===== src/rtl/fetch_pkg.sv =====
// Shared constants and helpers for the instruction-fetch front end.
package fetch_pkg;

  localparam int unsigned INSTR_BYTES = 4;
  localparam int unsigned INSTR_WIDTH = 32;

  // Ceiling log2; returns 0 for values of 0 or 1.
  function automatic int unsigned clog2(input int unsigned value);
    int unsigned result;
    result = 0;
    for (int unsigned i = 0; i < 32; i++) begin
      if ((64'd1 << i) < 64'(value)) result = i + 1;
    end
    return result;
  endfunction

endpackage


===== src/rtl/fetch_fifo.sv =====
// Synchronous instruction buffer with flush; head word is read combinationally.
module fetch_fifo
  import fetch_pkg::*;
#(
  parameter int unsigned WIDTH = 32,
  parameter int unsigned DEPTH = 4
) (
  input  logic                    clock,
  input  logic                    reset,
  input  logic                    push,
  input  logic                    pop,
  input  logic                    flush,
  input  logic [WIDTH-1:0]        data,
  output logic                    full,
  output logic                    empty,
  output logic [clog2(DEPTH):0]   count,
  output logic [WIDTH-1:0]        head
);

  localparam int unsigned AW = clog2(DEPTH);
  localparam logic [AW:0] FULL_COUNT = (AW + 1)'(DEPTH);

  logic [WIDTH-1:0] mem [DEPTH];
  logic [AW-1:0]    rd_ptr;
  logic [AW-1:0]    wr_ptr;
  logic [AW:0]      occ;
  logic             do_push;
  logic             do_pop;

  assign full    = (occ == FULL_COUNT);
  assign empty   = (occ == '0);
  assign count   = occ;
  assign head    = mem[rd_ptr];
  assign do_push = push && !full;
  assign do_pop  = pop && !empty;

  always_ff @(posedge clock or negedge reset) begin
    if (!reset) begin
      rd_ptr <= '0;
      wr_ptr <= '0;
      occ    <= '0;
    end else if (flush) begin
      rd_ptr <= '0;
      wr_ptr <= '0;
      occ    <= '0;
    end else begin
      if (do_push) wr_ptr <= wr_ptr + 1'b1;
      if (do_pop)  rd_ptr <= rd_ptr + 1'b1;
      case ({do_push, do_pop})
        2'b10:   occ <= occ + 1'b1;
        2'b01:   occ <= occ - 1'b1;
        default: occ <= occ;
      endcase
    end
  end

  always_ff @(posedge clock) begin
    if (do_push && !flush) mem[wr_ptr] <= data;
  end

endmodule


===== src/rtl/risc_v_fetch_unit.sv =====
// Decoupled fetch front end: credit-limited pipelined requests, in-order
// response buffering, and redirect handling that discards in-flight responses.
module risc_v_fetch_unit
  import fetch_pkg::*;
#(
  parameter int unsigned       XLEN       = 32,
  parameter logic [XLEN-1:0]   RESET_ADDR = '0,
  parameter int unsigned       FIFO_DEPTH = 4
) (
  input  logic                   clock,
  input  logic                   reset,
  output logic                   imem_req_valid,
  input  logic                   imem_req_ready,
  output logic [XLEN-1:0]        imem_req_addr,
  input  logic                   imem_rsp_valid,
  input  logic [INSTR_WIDTH-1:0] imem_rsp_data,
  input  logic                   redirect_valid,
  input  logic [XLEN-1:0]        redirect_addr,
  output logic                   dec_valid,
  input  logic                   dec_ready,
  output logic [INSTR_WIDTH-1:0] dec_instruction,
  output logic [XLEN-1:0]        dec_pc
);

  localparam int unsigned     CW        = clog2(FIFO_DEPTH) + 1;
  localparam logic [CW:0]     DEPTH_EXT = (CW + 1)'(FIFO_DEPTH);
  localparam logic [XLEN-1:0] STEP      = XLEN'(INSTR_BYTES);
  localparam logic [XLEN-1:0] ALIGN     = ~XLEN'(INSTR_BYTES - 1);

  logic [XLEN-1:0]        fetch_pc;
  logic [XLEN-1:0]        out_pc;
  logic [XLEN-1:0]        redirect_pc;
  logic [CW-1:0]          inflight;
  logic [CW-1:0]          drop;
  logic [CW-1:0]          count;
  logic                   credit;
  logic                   req_fire;
  logic                   rsp_keep;
  logic                   pop;
  logic                   fifo_full;
  logic                   fifo_empty;
  logic [INSTR_WIDTH-1:0] head;

  // Occupancy plus outstanding requests never exceeds the buffer, so every
  // accepted request has a guaranteed slot when its response returns.
  assign credit         = ({1'b0, inflight} + {1'b0, count}) < DEPTH_EXT;
  assign imem_req_valid = reset && credit && !redirect_valid;
  assign imem_req_addr  = fetch_pc;
  assign req_fire       = imem_req_valid && imem_req_ready;
  assign rsp_keep       = imem_rsp_valid && (drop == '0) && !redirect_valid;

  assign dec_valid       = !fifo_empty && !redirect_valid;
  assign pop             = dec_valid && dec_ready;
  assign dec_instruction = head;
  assign dec_pc          = out_pc;
  assign redirect_pc     = redirect_addr & ALIGN;

  fetch_fifo #(
    .WIDTH (INSTR_WIDTH),
    .DEPTH (FIFO_DEPTH)
  ) u_fifo (
    .clock (clock),
    .reset (reset),
    .push  (rsp_keep),
    .pop   (pop),
    .flush (redirect_valid),
    .data  (imem_rsp_data),
    .full  (fifo_full),
    .empty (fifo_empty),
    .count (count),
    .head  (head)
  );

  always_ff @(posedge clock or negedge reset) begin
    if (!reset) begin
      fetch_pc <= RESET_ADDR;
      out_pc   <= RESET_ADDR;
      inflight <= '0;
      drop     <= '0;
    end else if (redirect_valid) begin
      // Every still-outstanding request is now doomed; a response arriving
      // this very cycle is one of them and is discarded immediately.
      fetch_pc <= redirect_pc;
      out_pc   <= redirect_pc;
      inflight <= inflight - CW'(imem_rsp_valid);
      drop     <= inflight - CW'(imem_rsp_valid);
    end else begin
      if (req_fire) fetch_pc <= fetch_pc + STEP;
      if (pop)      out_pc   <= out_pc + STEP;
      inflight <= inflight + CW'(req_fire) - CW'(imem_rsp_valid);
      if (imem_rsp_valid && (drop != '0)) drop <= drop - 1'b1;
    end
  end

  rsp_needs_request: assert property (@(posedge clock) disable iff (!reset)
    imem_rsp_valid |-> (inflight != '0));

  rsp_has_space: assert property (@(posedge clock) disable iff (!reset)
    rsp_keep |-> !fifo_full);

endmodule


===== config.mk =====
export PLATFORM = sky130hd
export DESIGN_NAME = risc_v_fetch_unit
export DESIGN_NICKNAME = d
export VERILOG_FILES = /design/src/rtl/fetch_pkg.sv /design/src/rtl/fetch_fifo.sv /design/src/rtl/risc_v_fetch_unit.sv
export SDC_FILE = /design/constraint.sdc
export NUM_CORES = 1
export LEC_CHECK = 0
export BUFFER_PORTS_ARGS = -buffer_cell sky130_fd_sc_hd__buf_2
export CAP_MARGIN = 0
export CORE_MARGIN = 2
export CORE_UTILIZATION = 60
export CTS_CLUSTER_SIZE = 16
export DETAILED_ROUTE_END_ITERATION = 6
export PLACE_DENSITY = 0.84
export SLEW_MARGIN = 20
export SYNTH_ARGS = -nofsm -noshare
export SYNTH_HDL_FRONTEND = slang
export SYNTH_SLANG_ARGS = --single-unit

===== constraint.sdc =====
create_clock -name clock -period 7.11 [get_ports clock]
set_input_delay 1.0665 -clock clock [delete_from_list [all_inputs] [get_ports clock]]
set_output_delay 1.0665 -clock clock [all_outputs]
set_load 0.01 [all_outputs]

==> Word level (Yosys, flattened, before mapping) <==
Memory sizes are Yosys's and may differ from the RTL's.
Index checks and enable logic that the tools add are counted.
{ "totals": {"register_bits": 77, "latch_bits": 0, "ramBits": 128, "romBits": 0, "word_cells": 61, "n_memories": 1} }
{ "op_classes": {"add_sub_neg": 11, "n_mul": 0, "n_div": 0, "order_cmp": 1, "n_eq_ne": 3, "n_shift": 0, "n_mux": 15, "bitwise_logic": 0, "reduce_logical": 23} }
{ "memory_table": {"columns": ["memory", "words", "word_bits", "rd", "rd_clocked_by_memory_dff", "wr", "line_no", "source"], "rows": [
  ["u_fifo.mem", 4, 32, 1, 0, 1, "fetch_fifo.sv:23", "logic [WIDTH-1:0] mem [DEPTH];"]
]} }
{ "ops": {"columns": ["operator", "n"], "rows": [
  ["32-bit two-way mux", 4],
  ["32-bit by 3-bit adder with 32-bit output (second input constant)", 2],
  ["3-bit two-way mux", 4],
  ["1-bit logical AND", 11],
  ["2-bit nonzero test", 5],
  ["2-bit two-way mux", 4],
  ["3-bit logical NOT", 2],
  ["3-bit one-hot mux with 2 select lines", 1],
  ["3-bit nonzero test", 2],
  ["3-bit by 1-bit subtractor with 3-bit output", 2],
  ["3-bit by 1-bit subtractor with 3-bit output (second input constant)", 2],
  ["2-bit by 1-bit adder with 2-bit output (second input constant)", 2],
  ["3-bit by 3-bit adder with 4-bit output", 1],
  ["4-bit by 3-bit less-than comparator with 1-bit output (second input constant)", 1],
  ["3-bit by 1-bit adder with 3-bit output", 1],
  ["3-bit by 1-bit adder with 3-bit output (second input constant)", 1],
  ["3-bit equality test (second input constant)", 1],
  ["1-bit logical NOT", 3],
  ["2-bit by 1-bit equality test with 1-bit output (second input constant)", 1],
  ["2-bit equality test (second input constant)", 1],
  ["1-bit two-way mux", 2]
]} }

==> Depth between registers and ports, before layout <==
{ "depth": {"word_depth": 8, "depth_mapped": 14, "ltp_nobuf": 11} }

==> Modules after synthesis <==
Synthesis repeated with hierarchy kept, for this count alone.
{ "hier_totals": {"hier_cells": 656, "hier_area_um2": 9056.2} }
{ "by_module_without_submodules": {"columns": ["module", "n_inst", "cells_per_inst", "area_per_inst_um2", "seq_area_each_um2"], "rows": [
  ["fetch_fifo", 1, 232, 5170.0, 4018.9],
  ["risc_v_fetch_unit", 1, 424, 3886.2, 1651.6]
]} }

==> Least setup slack after synthesis <==
OpenSTA, ideal clock, no wires.
{ "synth_path": {"path_kind": "input to register", "start": "input port redirect_valid", "end": "register inflight[2]", "t_arrival_ns": 3.406, "path_slack_ns": 3.624, "path_stages": 14, "cell_sequence": "buf_6 nor4_4 and4_1 buf_4 inv_2 buf_6 buf_2 ha_1 inv_1 ha_1 fa_1 xor2_1 o21ai_0 xor2_1"} }
{ "synth_via": {"elab_chain_len": 6} }
{ "synth_lines": {"columns": ["item", "line_no", "source"], "rows": [
  ["from (decl)", "risc_v_fetch_unit.sv:17", "input logic redirect_valid,"],
  ["1-bit logical NOT", "risc_v_fetch_unit.sv:47", "assign imem_req_valid = reset && credit && !redirect_valid;"],
  ["1-bit logical AND", "risc_v_fetch_unit.sv:47", null],
  ["1-bit logical AND", "risc_v_fetch_unit.sv:49", "assign req_fire = imem_req_valid && imem_req_ready;"],
  ["3-bit by 1-bit adder with 3-bit output", "risc_v_fetch_unit.sv:90", "inflight <= inflight + CW'(req_fire) - CW'(imem_rsp_valid);"],
  ["3-bit by 1-bit subtractor with 3-bit output", "risc_v_fetch_unit.sv:90", null],
  ["3-bit two-way mux *", "risc_v_fetch_unit.sv:80", "end else if (redirect_valid) begin"],
  ["to (signal assigned)", "risc_v_fetch_unit.sv:85", "inflight <= inflight - CW'(imem_rsp_valid);"],
  ["to (signal assigned)", "risc_v_fetch_unit.sv:90", null],
  ["to (decl)", "risc_v_fetch_unit.sv:33", "logic [CW-1:0] inflight;"]
]} }
Every way passes the cells marked *; elsewhere a longest branch is shown, timed or not.
A chain may end at the register's enable or synchronous reset.

==> Final worst setup path <==
Ends and elaborated chain as after synthesis.

==> results.sh <==
export IMPL_status="completed"
export IMPL_final_cell_mix="buf_2 (161), edfxtp_1 (128), dfrtp_1 (72)"
export IMPL_clkTransAtPathRegs_ns=0.05
export IMPL_fp_dieW_microns=126.2
export IMPL_hold_viol_final=0
export IMPL_worstPathCellList="buf_2, buf_4, nor4_4, and4_1, inv_2, ha_1, inv_1, ha_1, fa_1, xor2_1, o21ai_0, xor2_1"
export IMPL_fin_crit_sh_pct=56.50
export IMPL_rsz0062_at_grt="false"
export IMPL_maxCapViolCount=0
export IMPL_reg2reg_from="u_fifo.count[2]$_DFFE_PN0P_"
export IMPL_dp_hpwl_microns=13280
export IMPL_hp_class="reg2reg"
export IMPL_power_total_mw=2.908
export IMPL_cpPeakStageDelay_ns=0.71
export IMPL_drc=0
export IMPL_cts_buffers=21
export IMPL_skew_ns=0.01584
export IMPL_port_buffers=161
export IMPL_seq_area_frac_synth_pct=63.24
export IMPL_syn_area_sq_um=8966
export IMPL_stdcell_count=993
export IMPL_initial_core_util_pct=61.46
export IMPL_grt_use_total_pct=25.17
export IMPL_startpoint_type="input pin"
export IMPL_syn_instance_count=630
export IMPL_cts_hold_fix_buffers=0
export IMPL_r2r_end="inflight[2]$_DFF_PN0_"
export IMPL_first_pass_iters=5
export IMPL_setup_violations=0
export IMPL_area_growth_pct=18.11
export IMPL_synth_ff_type="edfxtp_1"
export IMPL_min_to="inflight[2]$_DFF_PN0_"
export IMPL_coreArea_sq_um=14590
export IMPL_syn_avg_cell_area_sq_um=14.23
export IMPL_ys_types=62
export IMPL_r2r_setup_slack_ns=3.41
export IMPL_die_h_microns=126.2
export IMPL_grt_pass1_vias=6223
export IMPL_clock_root_buffer="clkbuf_16"
export IMPL_vias_per_cell=6.119
export IMPL_dpl_instance_area_sq_um=9910
export IMPL_reg2regPathDepth=11
export IMPL_wirelength_microns=20170
export IMPL_timing_worst_setup_path_type="in2reg"
export IMPL_critical_path_slowest_cell="and4_1"
export IMPL_ys_warn_count=0
export IMPL_synth_seq_cells=201
export IMPL_netlist_area_leader_share_pct=42.87
export IMPL_grt_overflow=0
export IMPL_relSlewSlack_pct=36.02
export IMPL_final_common_cell="buf_2"
export IMPL_num_nets_final=880
export IMPL_worstMarginPinSlew_ns=0.9597
export IMPL_finalSetupTns_ns=0
export IMPL_yosysTopAreaCell="edfxtp_1"
export IMPL_cp_end_kind="flip-flop"
export IMPL_synth_area_leaders="edfxtp_1 (43%), dfrtp_1 (20%), mux4_2 (8.0%)"
export IMPL_vias=6076
export IMPL_ios=168
export IMPL_holdPathStages=1
export IMPL_clk_latency_ns=0.48
export IMPL_power_density_nw_per_um2=274.6
export IMPL_synth_edf_count=128
export IMPL_crit_required_ns=7.50
export IMPL_fmax_mhz=248.9
export IMPL_async_flop_share_pct=36.32
export IMPL_rows=44
export IMPL_cts_setup_buffers=0
export IMPL_grt_max_degree=75
export IMPL_drv_slew=0
export IMPL_tritoncts="done"
export IMPL_die_area_sq_um=15940
export IMPL_dp_cells=955
export IMPL_wl_per_cell_microns=20.31
export IMPL_htreeDepth=1
export IMPL_drive_gt1_share_pct=31.44
export IMPL_routabilityCongestion=0.8658
export IMPL_final_util_pct=72.59
export IMPL_grt_first_pass_wirelength_microns=32020
export IMPL_cts_path_max_buffers=3
export IMPL_min_from="inflight[2]$_DFF_PN0_"
export IMPL_stdcell_area_sq_um=10590
export IMPL_critPathBufInv=4
export IMPL_drt_iter0_drc=521
export IMPL_ir_worst_vdd_uv=162.7
export IMPL_p_leak_nw=4.025
export IMPL_grt_antenna_before_repair=0
export IMPL_arrival_ns=4.41
export IMPL_ant_nets=0
export IMPL_worstPathMaxFanout=55
export IMPL_fillers=952
export IMPL_layout_min_cycle_time_ns=4.017
export IMPL_post_cts_resized=0
export IMPL_cts_sinks=201
export IMPL_crit_family="simple AND/OR/NAND/NOR gates"
-- synth_stat cells (all sizes together), types with 2 or more instances --
| master | n |
|---|---|
| a21boi | 6 |
| a21oi | 6 |
| a31oi | 6 |
| and2 | 9 |
| and3 | 5 |
| and4 | 2 |
| buf | 16 |
| clkbuf | 12 |
| dfrtp | 73 |
| edfxtp | 128 |
| fa | 2 |
| ha | 14 |
| inv | 15 |
| mux2 | 6 |
| mux2i | 3 |
| mux4 | 32 |
| nand2 | 62 |
| nand2b | 9 |
| nand3 | 43 |
| nand3b | 2 |
| nand4 | 20 |
| nor2 | 30 |
| nor3 | 5 |
| nor4 | 7 |
| o211ai | 27 |
| o21ai | 26 |
| o311ai | 14 |
| o31ai | 2 |
| or3 | 2 |
| or4 | 3 |
| xnor2 | 12 |
| xor2 | 18 |
-- through the flow --
| stage | setup slack, ns | hold slack [ns] |
|---|---|---|
| after global placement | 2.759 | 0.5049 |
| final | 3.093 | 0.5365 |
| after floorplan | 3.624 | 0.4862 |
| after global routing | 2.850 | 0.5586 |
| after detailed placement | 2.669 | 0.5238 |
| after CTS | 3.123 | 0.5378 |
-- registers in the layout, summed over array words and instances, names as in the netlist --
name,flops
u_fifo.mem,128
u_fifo.wr_ptr,2
inflight,3
u_fifo.count,3
u_fifo.rd_ptr,2
drop,3
dec_pc,30
imem_req_addr,30
-- power by group --
part,leakage [nW],internal [mW],switching (mW),total (mW)
clock,0.327,0.654,0.423,1.08
combinational,1.66,0.187,0.239,0.426
sequential,2.04,1.33,0.0786,1.41
total,4.02,2.17,0.741,2.91
-- cell families after synthesis --
family / synth area share, %
DFF: 63.24
other: 0.04182
muxes: 9.168
adders and majority gates: 2.400
buffers and inverters: 2.316
xor gates and xnor gates: 2.930
and+or+nand+nor: 12.56
AOI/OAI and AO/OA: 7.340
-- routing by layer --
layer | routed length [microns] | GRT usage (%) | up-vias
li1 | - | - | 2749
met1 | 7970 | 32.74 | 3018
met2 | 10070 | 42.98 | 270
met3 | 1601 | 5.225 | 39
met4 | 524 | 7.951 | 0
met5 | 0 | 0 | -
-- worst max-delay path by stage --
stage                   start  depth (start not counted)                     to  slack [ns]
6_report       redirect_valid                         12  inflight[2]$_DFF_PN0_        3.09
3_3_place_gp   redirect_valid                         12  inflight[2]$_DFF_PN0_        2.76
5_1_grt        redirect_valid                         12  inflight[2]$_DFF_PN0_        2.85
4_1_cts        redirect_valid                         12  inflight[2]$_DFF_PN0_        3.12
2_1_floorplan  redirect_valid                         14  inflight[2]$_DFF_PN0_        3.62
3_5_place_dp   redirect_valid                         12  inflight[2]$_DFF_PN0_        2.67
-- final cells by class --
cell class | count | area [sq um] | area share (%)
tap | 184 | 230.2 | 2.174
clock inverter | 11 | 133.9 | 1.264
clock buffer | 26 | 544.3 | 5.139
inverter | 16 | 60.06 | 0.5671
timing repair buffer | 166 | 843.3 | 7.963
antenna | 1 | 2.502 | 0.02363
multi-input combinational | 388 | 3104 | 29.31
sequential | 201 | 5672 | 53.56
No activity file was read; power rests on OpenSTA's default activity.
